**src/rtl/btn_mem_pkg.sv**
```systemverilog
`default_nettype none
// ============================================================================
//  Module      : btn_mem_pkg
//  Description : Shared types and constants for the button-driven memory
//                command sequencer (FSM state encoding, auto-increment
//                window size).
//  Revision    : 1.0 - initial release
// ============================================================================
package btn_mem_pkg;

  // Command sequencer states: wait for a press, hold a request, wait for release
  typedef enum logic [1:0] {
    ST_IDLE    = 2'd0,
    ST_REQ     = 2'd1,
    ST_RELEASE = 2'd2
  } state_e;

  // Number of addresses covered by the auto-incrementing write pointer
  localparam int unsigned AUTO_WIN = 16;

endpackage : btn_mem_pkg
`default_nettype wire

```
**src/rtl/btn_mem_cmd_seq_debounce.sv**
```systemverilog
`default_nettype none
// ============================================================================
//  Module      : btn_debounce
//  Description : One active-low button: 2-flop synchroniser, stability
//                counter, debounced level and a one-cycle press pulse on a
//                debounced 1->0 transition. Raw press to press pulse takes
//                2 + DEB_CYC cycles.
//  Revision    : 1.0 - initial release
// ============================================================================
module btn_debounce
  import btn_mem_pkg::*;
#(
  parameter int DEB_CYC = 4
) (
  input  logic clk,
  input  logic rst,
  input  logic btn_raw_i,
  output logic level_o,
  output logic press_o
);

  localparam int CNT_W = (DEB_CYC < 2) ? 1 : $clog2(DEB_CYC + 1);
  localparam logic [CNT_W-1:0] C_CNT_LAST = CNT_W'(DEB_CYC - 1);

  logic             sync1_q;
  logic             sync2_q;
  logic             level_q;
  logic             press_q;
  logic [CNT_W-1:0] cnt_q;

  // Synchronise the raw pin, then accept a new level only once the
  // synchronised value has differed from the accepted level for DEB_CYC
  // consecutive samples; any return to the accepted level restarts the count.
  always_ff @(posedge clk) begin
    if (rst) begin
      sync1_q <= 1'b1;
      sync2_q <= 1'b1;
      level_q <= 1'b1;
      press_q <= 1'b0;
      cnt_q   <= '0;
    end else begin
      sync1_q <= btn_raw_i;
      sync2_q <= sync1_q;
      press_q <= 1'b0;
      if (sync2_q == level_q) begin
        cnt_q <= '0;
      end else if (cnt_q == C_CNT_LAST) begin
        level_q <= sync2_q;
        cnt_q   <= '0;
        press_q <= ~sync2_q;
      end else begin
        cnt_q <= cnt_q + CNT_W'(1);
      end
    end
  end

  assign level_o = level_q;
  assign press_o = press_q;

endmodule : btn_debounce
`default_nettype wire

```
**src/rtl/btn_mem_cmd_seq.sv**
```systemverilog
`default_nettype none
// ============================================================================
//  Module      : btn_mem_cmd_seq
//  Description : Debounces N_BTN active-low buttons and turns each press into
//                exactly one memory command (write of index+1, or a read for
//                the top button) held under a req/ack handshake.
//                Optional feature macro: BTN_MEM_AUTO_INC_EN (auto-incrementing
//                write pointer over a 16-entry window).
//  Revision    : 1.0 - initial release
// ============================================================================
module btn_mem_cmd_seq
  import btn_mem_pkg::*;
#(
  parameter int          N_BTN     = 3,
  parameter int          ADDR_W    = 32,
  parameter int          DATA_W    = 32,
  parameter int          DEB_CYC   = 4,
  parameter int unsigned BASE_ADDR = 1,
  parameter int unsigned IDLE_ADDR = 15
) (
  input  logic              clk,
  input  logic              rst,
  input  logic [N_BTN-1:0]  btn,
  output logic              wr_en,
  output logic              rd_en,
  output logic [ADDR_W-1:0] addr,
  output logic [DATA_W-1:0] data,
  input  logic              cmd_ack,
  output logic              busy
);

  localparam int IDX_W = (N_BTN < 2) ? 1 : $clog2(N_BTN);
  localparam logic [ADDR_W-1:0] C_BASE   = ADDR_W'(BASE_ADDR);
  localparam logic [ADDR_W-1:0] C_IDLE   = ADDR_W'(IDLE_ADDR);
  localparam logic [IDX_W-1:0]  C_RD_IDX = IDX_W'(N_BTN - 1);

  logic [N_BTN-1:0]  w_level;
  logic [N_BTN-1:0]  w_press;
  logic              w_any_press;
  logic [IDX_W-1:0]  w_sel_idx;
  logic              w_all_released;
  logic [ADDR_W-1:0] w_wr_addr;
  logic [ADDR_W-1:0] w_rd_addr;

  state_e            state_q;
  logic              wr_en_q;
  logic              rd_en_q;
  logic [ADDR_W-1:0] addr_q;
  logic [DATA_W-1:0] data_q;
  logic              busy_q;

  generate
    for (genvar g = 0; g < N_BTN; g++) begin : g_btn
      btn_debounce #(
        .DEB_CYC (DEB_CYC)
      ) u_deb (
        .clk       (clk),
        .rst       (rst),
        .btn_raw_i (btn[g]),
        .level_o   (w_level[g]),
        .press_o   (w_press[g])
      );
    end
  endgenerate

  // Lowest-index press wins; scanning downward lets the lowest hit land last
  always_comb begin
    w_any_press = |w_press;
    w_sel_idx   = '0;
    for (int i = N_BTN - 1; i >= 0; i--) begin
      if (w_press[i]) begin
        w_sel_idx = IDX_W'(i);
      end
    end
  end

  assign w_all_released = &w_level;

`ifdef BTN_MEM_AUTO_INC_EN
  localparam logic [ADDR_W-1:0] C_LAST = C_BASE + ADDR_W'(AUTO_WIN - 1);

  logic [ADDR_W-1:0] ptr_q;
  logic              wrote_q;

  // Advance the write pointer on every acknowledged write, wrapping in the window
  always_ff @(posedge clk) begin
    if (rst) begin
      ptr_q   <= C_BASE;
      wrote_q <= 1'b0;
    end else if ((state_q == ST_REQ) && wr_en_q && cmd_ack) begin
      ptr_q   <= (ptr_q == C_LAST) ? C_BASE : ptr_q + ADDR_W'(1);
      wrote_q <= 1'b1;
    end
  end

  // Reads target the most recently written address; before any write, the base
  assign w_wr_addr = ptr_q;
  assign w_rd_addr = !wrote_q          ? C_BASE :
                     (ptr_q == C_BASE) ? C_LAST :
                                         ptr_q - ADDR_W'(1);
`else
  assign w_wr_addr = C_BASE;
  assign w_rd_addr = C_BASE;
`endif

  // Command FSM with registered handshake, address, data and busy outputs
  always_ff @(posedge clk) begin
    if (rst) begin
      state_q <= ST_IDLE;
      wr_en_q <= 1'b0;
      rd_en_q <= 1'b0;
      addr_q  <= C_IDLE;
      data_q  <= '0;
      busy_q  <= 1'b0;
    end else begin
      case (state_q)
        ST_IDLE: begin
          if (w_any_press) begin
            state_q <= ST_REQ;
            busy_q  <= 1'b1;
            if (w_sel_idx == C_RD_IDX) begin
              rd_en_q <= 1'b1;
              addr_q  <= w_rd_addr;
              data_q  <= '0;
            end else begin
              wr_en_q <= 1'b1;
              addr_q  <= w_wr_addr;
              data_q  <= DATA_W'(w_sel_idx) + DATA_W'(1);
            end
          end
        end
        ST_REQ: begin
          if (cmd_ack) begin
            state_q <= ST_RELEASE;
            wr_en_q <= 1'b0;
            rd_en_q <= 1'b0;
            addr_q  <= C_IDLE;
            data_q  <= '0;
          end
        end
        ST_RELEASE: begin
          // Presses here are swallowed so one physical press yields one command
          if (w_all_released) begin
            state_q <= ST_IDLE;
            busy_q  <= 1'b0;
          end
        end
        default: begin
          state_q <= ST_IDLE;
          wr_en_q <= 1'b0;
          rd_en_q <= 1'b0;
          addr_q  <= C_IDLE;
          data_q  <= '0;
          busy_q  <= 1'b0;
        end
      endcase
    end
  end

  assign wr_en = wr_en_q;
  assign rd_en = rd_en_q;
  assign addr  = addr_q;
  assign data  = data_q;
  assign busy  = busy_q;

endmodule : btn_mem_cmd_seq
`default_nettype wire

```
**config.mk**
```make
export PLATFORM = sky130hd
export DESIGN_NAME = btn_mem_cmd_seq
export DESIGN_NICKNAME = d
export VERILOG_FILES = /design/src/rtl/btn_mem_pkg.sv /design/src/rtl/btn_mem_cmd_seq_debounce.sv /design/src/rtl/btn_mem_cmd_seq.sv
export SDC_FILE = /design/constraint.sdc
export NUM_CORES = 1
export LEC_CHECK = 0
export CAP_MARGIN = 5
export CORE_UTILIZATION = 44
export CTS_CLUSTER_DIAMETER = 100
export CTS_CLUSTER_SIZE = 25
export DETAILED_ROUTE_END_ITERATION = 10
export PLACE_DENSITY = 0.85
export SYNTH_ARGS = -nofsm -noshare
export SYNTH_HDL_FRONTEND = slang
export SYNTH_HIERARCHICAL = 1
export SYNTH_SLANG_ARGS = --single-unit
export TNS_END_PERCENT = 50
```
**constraint.sdc**
```tcl
create_clock -name clk -period 2.1 [get_ports clk]
set_input_delay 0.315 -clock clk [delete_from_list [all_inputs] [get_ports clk]]
set_output_delay 0.315 -clock clk [all_outputs]
set_load 0.05 [all_outputs]
```
==> results of run 1 <==
state kept, by name (all words and copies together), names as in the netlist:
signal and flops:
busy 1, wr_en 1, state_q 2, rd_en 1
g_btn.u_deb/sync1_q 3, g_btn.u_deb/cnt_q 9, addr 1, g_btn.u_deb/sync2_q 3
g_btn.u_deb/press_o 3, g_btn.u_deb/level_o 3, data 3
cells by family (layout without fill, tap and decap cells):
group | count (synthesis) | in the layout | share of synthesized area [%]
buf+inv | 64 | 25 | 29.88
other cells | 2 | 58 | 0.4821
compound gates | 16 | 16 | 7.711
simple gates | 36 | 36 | 16.87
xor+xnor | 3 | 3 | 1.687
fa+ha+maj | 6 | 6 | 4.819
flops | 30 | 30 | 38.55
cell usage after synthesis (all sizes together):
cell	count	area, um2
a211o	3	30.03
and4bb	3	37.54
nand2b	3	18.77
conb	2	7.510
a21oi	4	20.02
a31oi	2	12.51
nand2	4	15.01
buf	61	454.2
a2111oi	1	10.01
nor4b	3	45.04
and4b	1	10.01
nand3b	2	15.01
a21o	1	7.510
xnor2	3	26.28
nor4	7	43.79
nor2	3	11.26
a32oi	1	8.760
dfxtp	30	600.6
nor3	1	10.01
ha	6	75.07
o21ai	2	13.76
inv	3	11.26
nor2b	3	18.77
o311ai	2	17.52
or2	6	37.54
metal layers:
metal / vias up / part of all wire [%] / global-route usage [%]
li1: 450 / - / -
met1: 411 / 44 / 13.59
met3: 2 / 7.8 / 6.303
met2: 44 / 47 / 17.20
met4: 0 / 0.80 / 5.079
met5: - / 0 / 0
cell type report:
class | count | share of cell area [%]
Multi-Input combinational cell | 119 | 44.88
Sequential cell | 30 | 38.40
Timing Repair Buffer | 15 | 9.440
Tap cell | 46 | 3.680
Clock buffer | 7 | 2.880
Inverter | 3 | 0.7200
stage by stage:
stage / instance area (um2) / hold WS, ns
after floorplan: 1768 / 0.3892
after global placement: 1519 / 0.3911
after detailed placement: 1519 / 0.3928
after CTS: 1564 / 0.4181
after global routing: 1564 / 0.4385
final: 1564 / 0.4138
power by group through the flow:
| stage | Combinational, uW | Clock (uW) | Sequential, uW |
|---|---|---|---|
| after floorplan | 322 | 0 | 592 |
| after global placement | 254 | 0 | 592 |
| after detailed placement | 255 | 0 | 592 |
| after CTS | 255 | 312 | 579 |
| after global routing | 269 | 341 | 580 |
| final | 256 | 299 | 579 |
placed cells by master, fill, tap and decap left out, drive strengths merged:
master / count
o21ai: 2
a21oi: 4
or2: 6
xnor2: 3
a32oi: 1
nand2b: 3
a31oi: 2
a2111oi: 1
dfxtp: 30
clkbuf: 7
inv: 3
a21o: 1
nor2b: 3
nand2: 4
clkdlybuf4s50: 14
nor4: 7
o311ai: 2
ha: 6
and4bb: 3
conb: 58
nand3b: 2
nor4b: 3
nor2: 3
buf: 1
nor3: 1
and4b: 1
a211o: 3
how the worst max path moves through the flow:
stage                                    start                                end  slack, ns  cells after the start
final                     addr[2]$_SDFFE_PP1P_                            addr[1]       0.27                      1
after global routing      addr[2]$_SDFFE_PP1P_                            addr[1]       0.20                      1
after CTS                 addr[2]$_SDFFE_PP1P_                            addr[1]       0.25                      1
after detailed placement  addr[2]$_SDFFE_PP1P_                            addr[1]       0.61                      1
after global placement                     rst  g_btn[1].u_deb/press_o$_SDFF_PP0_       0.65                      3
after floorplan           addr[2]$_SDFFE_PP1P_                            addr[2]       0.86                      1
==> flow_summary_export.csv, run 1 <==
group,metric,value,unit
status,status,"finished clean",
global_routing,grt_max_degree,31,
final_layout,final_util,46.50,%
final_layout,synthToLayoutAreaGrowth,0.4016,%
power,switching_share,36.66,%
worst_setup_path,end_kind,"output port",
worst_setup_path,crit_path_max_fanout,4,
final_layout,antenna_cells,0,
routing,wl,1881,um
timing,slew_headroom,66.12,%
timing,worst_pin_slew,0.5066,ns
timing,finalSetupViolations,0,
synthesis,synthCells,157,
final_layout,fillCellCount,356,
power,power,1134,uW
clock_tree,htree_levels,2,
synthesis,synth_area,0.001558,mm2
worst_setup_path,path_buf_inv,1,
timing,slew_viol_final,0,
floorplanning,die_height,61.50,um
synthesis,yosysWarnings,6,
worst_setup_path,critPathMaxStageDelay,0.82,ns
floorplanning,rows,21,
worst_setup_path,r2r-end,"g_btn[2].u_deb/level_o$_SDFFE_PP1P_",
power,power.combinational.fraction,22.6,%
final_layout,stdcell_count,220,
placement,dp_cells,213,
worst_setup_path,startpoint_type,"flip-flop",
worst_setup_path,critPathKind,"flip-flop to output port",
clock_tree,cts_resized,0,
flow_run,drv_cap,0,
worst_setup_path,critPathRequiredTime,1.78,ns
final_layout,finalNetCount,186,
final_layout,layout-drive-gt1-share,13.22,%
power,powerDensity,725.4,mW/mm2
routing,avgRoutedWirePerCell,8.550,um
routing,firstDrtPassIters,4,
clock_tree,cts_tree,"built",
timing,hold_violations,0,
timing,fin_crit_sh,87.05,%
power,power.internal,718.6,uW
floorplanning,pin_count,73,
power,p_sw,415.8,uW
global_routing,gr-total-overflow,0,
clock_tree,cts_buffers,5,
floorplanning,start_util,46.32,%
clock_tree,post_cts_buffers,0,
placement,place_congestion,0.7969,
routing,drtIter0Drc,17,
power,ir_drop,0.3357,mV
hold_path,min_to,"g_btn[1].u_deb/sync2_q$_SDFF_PP1_",
global_routing,antenna_found_initial,0,
worst_setup_path,reg2reg_depth,3,
placement,io_buffers,14,
clock_tree,cts_sinks,30,
floorplanning,fp.coreArea,0.003363,mm2
clock_tree,worstSkewPairLatency,0.32,ns
global_routing,grt_pass1_vias,728,
clock_tree,ctsHoldBuffers,0,
power,leakagePower,0.0006533,uW
worst_setup_path,cp.arrival,1.51,ns
worst_setup_path,cp_slowest_cell,"clkdlybuf4s50_1",
hold_path,hp-class,"flip-flop to flip-flop",
synthesis,ys_ff_latch,30,
timing,fin_setup_tns,0,ns
timing,finClkSkew,0.01027,ns
final_layout,multiInputGateArea,701.9,um2
global_routing,grt_pass1_wl,3091,um
hold_path,hold_depth,1,
worst_setup_path,path_cells,"clkdlybuf4s50_1",
global_routing,track_usage,11.52,%
placement,dp_hpwl,1388,um
routing,vias_per_cell,4.123,
worst_setup_path,crit_family,"buffers and inverters",
routing,ant_nets,0,
clock_tree,clk_path_buf_depth,2,
clock_tree,cts_root_buf,"clkbuf_4",
timing,rsz0062_at_grt,"no",
routing,vias,907,
clock_tree,clkSlewWorstSetupHoldPaths,0.09,ns
timing,max_freq,0.5470,GHz
floorplanning,die_area,0.003782,mm2
timing,layout_setup_ws,0.2720,ns
synthesis,ys_types,27,
power,clockPowerShare,26.4,%
worst_setup_path,reg2reg_from,"g_btn[2].u_deb/cnt_q[0]$_SDFF_PP0_",
synthesis,seq_area_frac_synth,38.55,%
worst_setup_path,r2r_slack,0.87,ns
placement,pre_cts_ws,0.6123,ns
floorplanning,die_w,61.50,um
final_layout,seq_area,600.6,um2
routing,drc,0,
power,seqPwrFrac,51.0,%
timing,fin_crit,1.828,ns
hold_path,hold_start,"g_btn[1].u_deb/sync1_q$_SDFF_PP1_",
synthesis,syn-mean-instance-area,9.922,um2
Power figures use the tool's default switching activity.
==> inputs of run 2 (changes only) <==
--- a/config.mk
+++ b/config.mk
@@ -11,6 +11,7 @@
 export CTS_CLUSTER_SIZE = 25
 export DETAILED_ROUTE_END_ITERATION = 10
 export PLACE_DENSITY = 0.85
+export RECOVER_POWER = 50
 export SYNTH_ARGS = -nofsm -noshare
 export SYNTH_HDL_FRONTEND = slang
 export SYNTH_HIERARCHICAL = 1
==> flow_summary_export.csv, run 2 (same netlist as run 1, synthesis figures left out) <==
group,metric,value,unit
status,status,"finished clean",
floorplanning,pin_count,73,
power,p_sw,415.2,uW
placement,io_buffers,14,
worst_setup_path,critPathMaxStageDelay,0.82,ns
floorplanning,die_height,61.50,um
floorplanning,die_area,0.003782,mm2
placement,pre_cts_ws,0.6123,ns
floorplanning,rows,21,
floorplanning,start_util,46.32,%
worst_setup_path,r2r_slack,0.87,ns
placement,dp_cells,213,
timing,fin_crit_sh,87.03,%
worst_setup_path,crit_family,"buffers and inverters",
worst_setup_path,path_buf_inv,1,
power,leakagePower,0.0006496,uW
timing,rsz0062_at_grt,"no",
worst_setup_path,startpoint_type,"flip-flop",
worst_setup_path,path_cells,"clkdlybuf4s50_1",
timing,worst_pin_slew,1.162,ns
timing,fin_setup_tns,0,ns
placement,place_congestion,0.7969,
clock_tree,cts_root_buf,"clkbuf_4",
power,ir_drop,0.3344,mV
clock_tree,cts_tree,"built",
routing,avgRoutedWirePerCell,8.586,um
clock_tree,cts_sinks,30,
hold_path,hp-class,"flip-flop to flip-flop",
clock_tree,htree_levels,2,
timing,finalSetupViolations,0,
clock_tree,cts_resized,0,
power,power.combinational.fraction,22.5,%
final_layout,largest_reg_flops,9,
worst_setup_path,cp_slowest_cell,"clkdlybuf4s50_1",
final_layout,antenna_cells,0,
worst_setup_path,reg2reg_from,"g_btn[0].u_deb/cnt_q[0]$_SDFF_PP0_",
clock_tree,post_cts_buffers,0,
final_layout,final_common_cell,"conb_1",
power,seqPwrFrac,51.1,%
worst_setup_path,worstSetupEndpoint,"addr[1]",
global_routing,grt_max_degree,31,
routing,vias_per_cell,4.145,
final_layout,fillCellCount,358,
power,switching_share,36.66,%
timing,max_freq,0.5472,GHz
routing,vias,912,
power,power.internal,717.3,uW
final_layout,regMostFlops,"g_btn.u_deb/cnt_q",
worst_setup_path,cp.arrival,1.51,ns
placement,placed_area,0.001519,mm2
flow_run,drv_cap,0,
timing,hold_violations,0,
routing,drc,0,
clock_tree,worstSkewPairLatency,0.32,ns
global_routing,antenna_found_initial,0,
routing,wl,1889,um
timing,fin_crit,1.828,ns
power,powerDensity,729.3,mW/mm2
worst_setup_path,crit_path_max_fanout,4,
timing,layout_setup_ws,0.2724,ns
final_layout,final_area,0.001553,mm2
worst_setup_path,r2r-end,"g_btn[0].u_deb/level_o$_SDFFE_PP1P_",
routing,ant_nets,0,
worst_setup_path,critPathRequiredTime,1.78,ns
timing,slew_headroom,22.53,%
global_routing,grt_pass1_wl,3091,um
timing,slew_viol_final,0,
routing,drtIter0Drc,19,
worst_setup_path,path_depth,1,
power,clockPowerShare,26.4,%
worst_setup_path,end_kind,"output port",
clock_tree,ctsHoldBuffers,0,
worst_setup_path,critPathKind,"flip-flop to output port",
placement,dp_hpwl,1388,um
final_layout,layout-drive-gt1-share,12.07,%
final_layout,layout_common_cells,"conb_1, dfxtp_1, clkdlybuf4s50_1",
worst_setup_path,reg2reg_depth,3,
final_layout,synthToLayoutAreaGrowth,-0.3212,%
routing,firstDrtPassIters,4,
final_layout,finalNetCount,186,
global_routing,grt_pass1_vias,728,
clock_tree,clk_path_buf_depth,2,
global_routing,gr-total-overflow,0,
clock_tree,clkSlewWorstSetupHoldPaths,0.09,ns
floorplanning,die_w,61.50,um
worst_setup_path,crit_start,"addr[2]$_SDFFE_PP1P_",
timing,finClkSkew,0.009937,ns
final_layout,stdcell_count,220,
clock_tree,cts_buffers,5,
global_routing,track_usage,11.52,%
floorplanning,fp.coreArea,0.003363,mm2
run 2: stage by stage:
stage               power (uW)  utilization, %  hold slack (ns)
CTS                       1146           46.50           0.4181
global placement         846.5           45.16           0.3911
detailed placement       847.2           45.16           0.3928
global route              1188           46.17           0.4385
finish                    1132           46.17           0.4139
floorplan                913.6               -           0.3892
run 2: layout make-up:
type                    instances  area (um2)  area share [%]
inverters                       3       11.26          0.7252
multi-input cells             119       694.4           44.72
clock buffers                   7       45.04           2.901
well taps                      46       57.56           3.707
flip-flops and latches         30       600.6           38.68
repair buffers                 15       143.9           9.267
run 2: power groups by stage:
stage	Combinational, uW	Clock [uW]	Sequential [uW]
final	255	299	579
after global routing	267	341	580
after CTS	255	312	579
after detailed placement	255	0	592
after global placement	254	0	592
after floorplan	322	0	592
run 2: worst reg2reg max path, delay by kind of cell (launching register included):
kind	cells	cell delay, ns
compound gates	1	0.34
fa+ha+maj	2	0.44
flops	1	0.33
run 2: how the worst min path moves through the flow:
stage | start | to | slack (ns) | depth (start not counted)
after floorplan | rst | g_btn[0].u_deb/cnt_q[1]$_SDFF_PP0_ | 0.39 | 1
after global placement | g_btn[2].u_deb/sync1_q$_SDFF_PP1_ | g_btn[2].u_deb/sync2_q$_SDFF_PP1_ | 0.39 | 1
after detailed placement | g_btn[0].u_deb/sync1_q$_SDFF_PP1_ | g_btn[0].u_deb/sync2_q$_SDFF_PP1_ | 0.39 | 1
after CTS | g_btn[1].u_deb/sync1_q$_SDFF_PP1_ | g_btn[1].u_deb/sync2_q$_SDFF_PP1_ | 0.42 | 1
after global routing | g_btn[0].u_deb/sync1_q$_SDFF_PP1_ | g_btn[0].u_deb/sync2_q$_SDFF_PP1_ | 0.44 | 1
final | g_btn[1].u_deb/sync1_q$_SDFF_PP1_ | g_btn[1].u_deb/sync2_q$_SDFF_PP1_ | 0.41 | 1
run 2: per-layer routing:
layer  GRT usage (%)  part of all wire, %  wire length (um)
met5               0                    0                 0
met4           5.079                 0.79                15
met3           6.303                  7.8               147
met2           17.20                   48               900
met1           13.59                   44               826
==> inputs of run 3 (changes only) <==
--- a/config.mk
+++ b/config.mk
@@ -5,8 +5,9 @@
 export SDC_FILE = /design/constraint.sdc
 export NUM_CORES = 1
 export LEC_CHECK = 0
+export ABC_AREA = 1
 export CAP_MARGIN = 5
-export CORE_UTILIZATION = 44
+export CORE_UTILIZATION = 45
 export CTS_CLUSTER_DIAMETER = 100
 export CTS_CLUSTER_SIZE = 25
 export DETAILED_ROUTE_END_ITERATION = 10
==> flow_summary_export.csv, run 3 <==
group,metric,value,unit
timing,fin_setup_tns,0,ns
clock_tree,cts_resized,0,
worst_setup_path,path_buf_inv,1,
final_layout,seq_area,600.6,um2
routing,avgRoutedWirePerCell,8.062,um
power,ir_drop,0.3433,mV
floorplanning,die_w,63.20,um
timing,finalSetupViolations,0,
timing,rsz0062_at_grt,"no",
status,status,"finished clean",
synthesis,synth_area,0.001685,mm2
floorplanning,die_area,0.003994,mm2
global_routing,grt_pass1_vias,957,
synthesis,syn-mean-instance-area,8.103,um2
clock_tree,clkSlewWorstSetupHoldPaths,0.06,ns
clock_tree,ctsHoldBuffers,0,
timing,finClkSkew,0.007288,ns
routing,drc,0,
power,powerDensity,758.2,mW/mm2
placement,io_buffers,14,
synthesis,yosysWarnings,6,
timing,layout_setup_ws,0.3126,ns
routing,vias_per_cell,3.930,
worst_setup_path,crit_path_max_fanout,2,
final_layout,synthToLayoutAreaGrowth,2.153,%
worst_setup_path,critPathKind,"flip-flop to output port",
clock_tree,cts_tree,"built",
final_layout,final_common_cell,"conb_1",
floorplanning,start_util,48.59,%
timing,fin_crit,1.787,ns
synthesis,seq_area_frac_synth,35.63,%
worst_setup_path,critPathRequiredTime,1.78,ns
synthesis,ys_ff_latch,30,
final_layout,layout_common_cells,"conb_1, dfxtp_1, nand2_1",
clock_tree,clk_path_buf_depth,2,
synthesis,synth-edff-count,0,
synthesis,yosysMostFrequentCell,"buf_4",
routing,drtIter0Drc,18,
clock_tree,worstSkewPairLatency,0.28,ns
clock_tree,htree_levels,2,
placement,dp_hpwl,1770,um
synthesis,synthArstFlopShare,0,%
floorplanning,rows,21,
placement,placed_area,0.001650,mm2
worst_setup_path,crit_family,"buffers and inverters",
placement,place_congestion,0.7892,
clock_tree,cts_sinks,30,
global_routing,gr-total-overflow,0,
timing,fin_crit_sh,85.11,%
flow_run,drv_cap,0,
worst_setup_path,critPathMaxStageDelay,0.82,ns
worst_setup_path,cp.arrival,1.47,ns
routing,ant_nets,0,
power,leakagePower,0.0008580,uW
routing,firstDrtPassIters,4,
routing,vias,1073,
floorplanning,pin_count,73,
synthesis,synthCells,208,
worst_setup_path,cp_slowest_cell,"clkdlybuf4s50_1",
timing,hold_violations,0,
global_routing,grt_pass1_wl,3795,um
final_layout,finalNetCount,238,
clock_tree,post_cts_buffers,0,
hold_path,hp-class,"flip-flop to flip-flop",
worst_setup_path,path_cells,"clkdlybuf4s50_1",
worst_setup_path,startpoint_type,"flip-flop",
timing,worst_pin_slew,0.4990,ns
final_layout,multiInputGateArea,715.7,um2
timing,max_freq,0.5595,GHz
final_layout,largest_reg_flops,9,
routing,wl,2201,um
global_routing,track_usage,12.65,%
final_layout,final_area,0.001722,mm2
global_routing,antenna_found_initial,0,
floorplanning,die_height,63.20,um
synthesis,synth_commonest_cells,"buf_4, dfxtp_1, nand2_1",
final_layout,layout-drive-gt1-share,12.78,%
floorplanning,fp.coreArea,0.003468,mm2
synthesis,ys_types,22,
clock_tree,cts_buffers,5,
timing,slew_viol_final,0,
timing,slew_headroom,66.63,%
synthesis,synth_largest_area_cell,"dfxtp_1",
final_layout,fillCellCount,357,
synthesis,synth.top_cell.area_share,35.63,%
global_routing,grt_max_degree,12,
synthesis,synthFlopType,"dfxtp_1",
final_layout,regMostFlops,"g_btn.u_deb/cnt_q",
synthesis,synth_area_leaders,"dfxtp_1, buf_4, nand2_1",
final_layout,antenna_cells,0,
worst_setup_path,end_kind,"output port",
clock_tree,cts_root_buf,"clkbuf_8",
placement,pre_cts_ws,0.5472,ns
[run 3: cell types whose count changed after synthesis, sizes merged, moves of 3 or more]
cell,previous run,this run
and4bb,3,0
nor4,7,0
nor2b,3,0
nand2b,3,0
a21oi,4,7
nand3,0,12
xnor2,3,0
inv,3,30
nor4b,3,0
nor2,3,18
nand2,4,30
a211o,3,0
[run 3: worst paths after layout]
check	from	endpoint	slack (ns)	cells past startpoint
worst max register to register	state_q[1]$_SDFFE_PP0P_	rd_en$_SDFFE_PP0P_	0.84	5
worst min-delay path	g_btn[0].u_deb/sync1_q$_SDFF_PP1_	g_btn[0].u_deb/sync2_q$_SDFF_PP1_	0.41	1
worst max-delay path	data[1]$_SDFFE_PP0P_	data[1]	0.31	1
worst min register to register	g_btn[0].u_deb/sync1_q$_SDFF_PP1_	g_btn[0].u_deb/sync2_q$_SDFF_PP1_	0.41	1
[run 3: through the flow]
| stage | power (uW) | std cells | utilization, % | hold WS [ns] |
|---|---|---|---|---|
| global placement | 848.9 | 265 | 47.58 | 0.3898 |
| global route | 1366 | 273 | 49.64 | 0.4246 |
| floorplan | 916.4 | 264 | - | 0.3774 |
| detailed placement | 850.4 | 265 | 47.58 | 0.4025 |
| CTS | 1326 | 273 | 50.22 | 0.4191 |
| finish | 1305 | 273 | 49.64 | 0.4132 |
[run 3: kinds of logic after synthesis]
logic type,share of synthesized area (%)
flops,35.63
buf+inv,33.41
fa+ha+maj,4.454
simple gates,22.05
other cells,0.4456
compound gates,4.009
[run 3: power by group]
group          leakage, uW  switching (uW)  internal, uW
Clock            0.0000482             205           264
Combinational     0.000566             243          14.8
Sequential        0.000243            3.24           576
Total             0.000858             451           855
[run 3: area by class of cell]
| type | instances | area share (%) |
|---|---|---|
| Tap cell | 46 | 3.343 |
| Timing Repair Buffer | 15 | 8.358 |
| Sequential cell | 30 | 34.88 |
| Multi-Input combinational cell | 144 | 41.57 |
| Clock buffer | 7 | 5.015 |
| Inverter | 30 | 6.541 |
| Clock inverter | 1 | 0.2907 |
[run 3: layer usage]
| metal | GRT usage (%) | vias up | wire, um |
|---|---|---|---|
| met5 | 0 | - | 0 |
| met4 | 6.818 | 0 | 32 |
| met3 | 6.522 | 4 | 157 |
| met2 | 21.51 | 45 | 1163 |
| met1 | 12.37 | 476 | 847 |
| li1 | - | 548 | - |
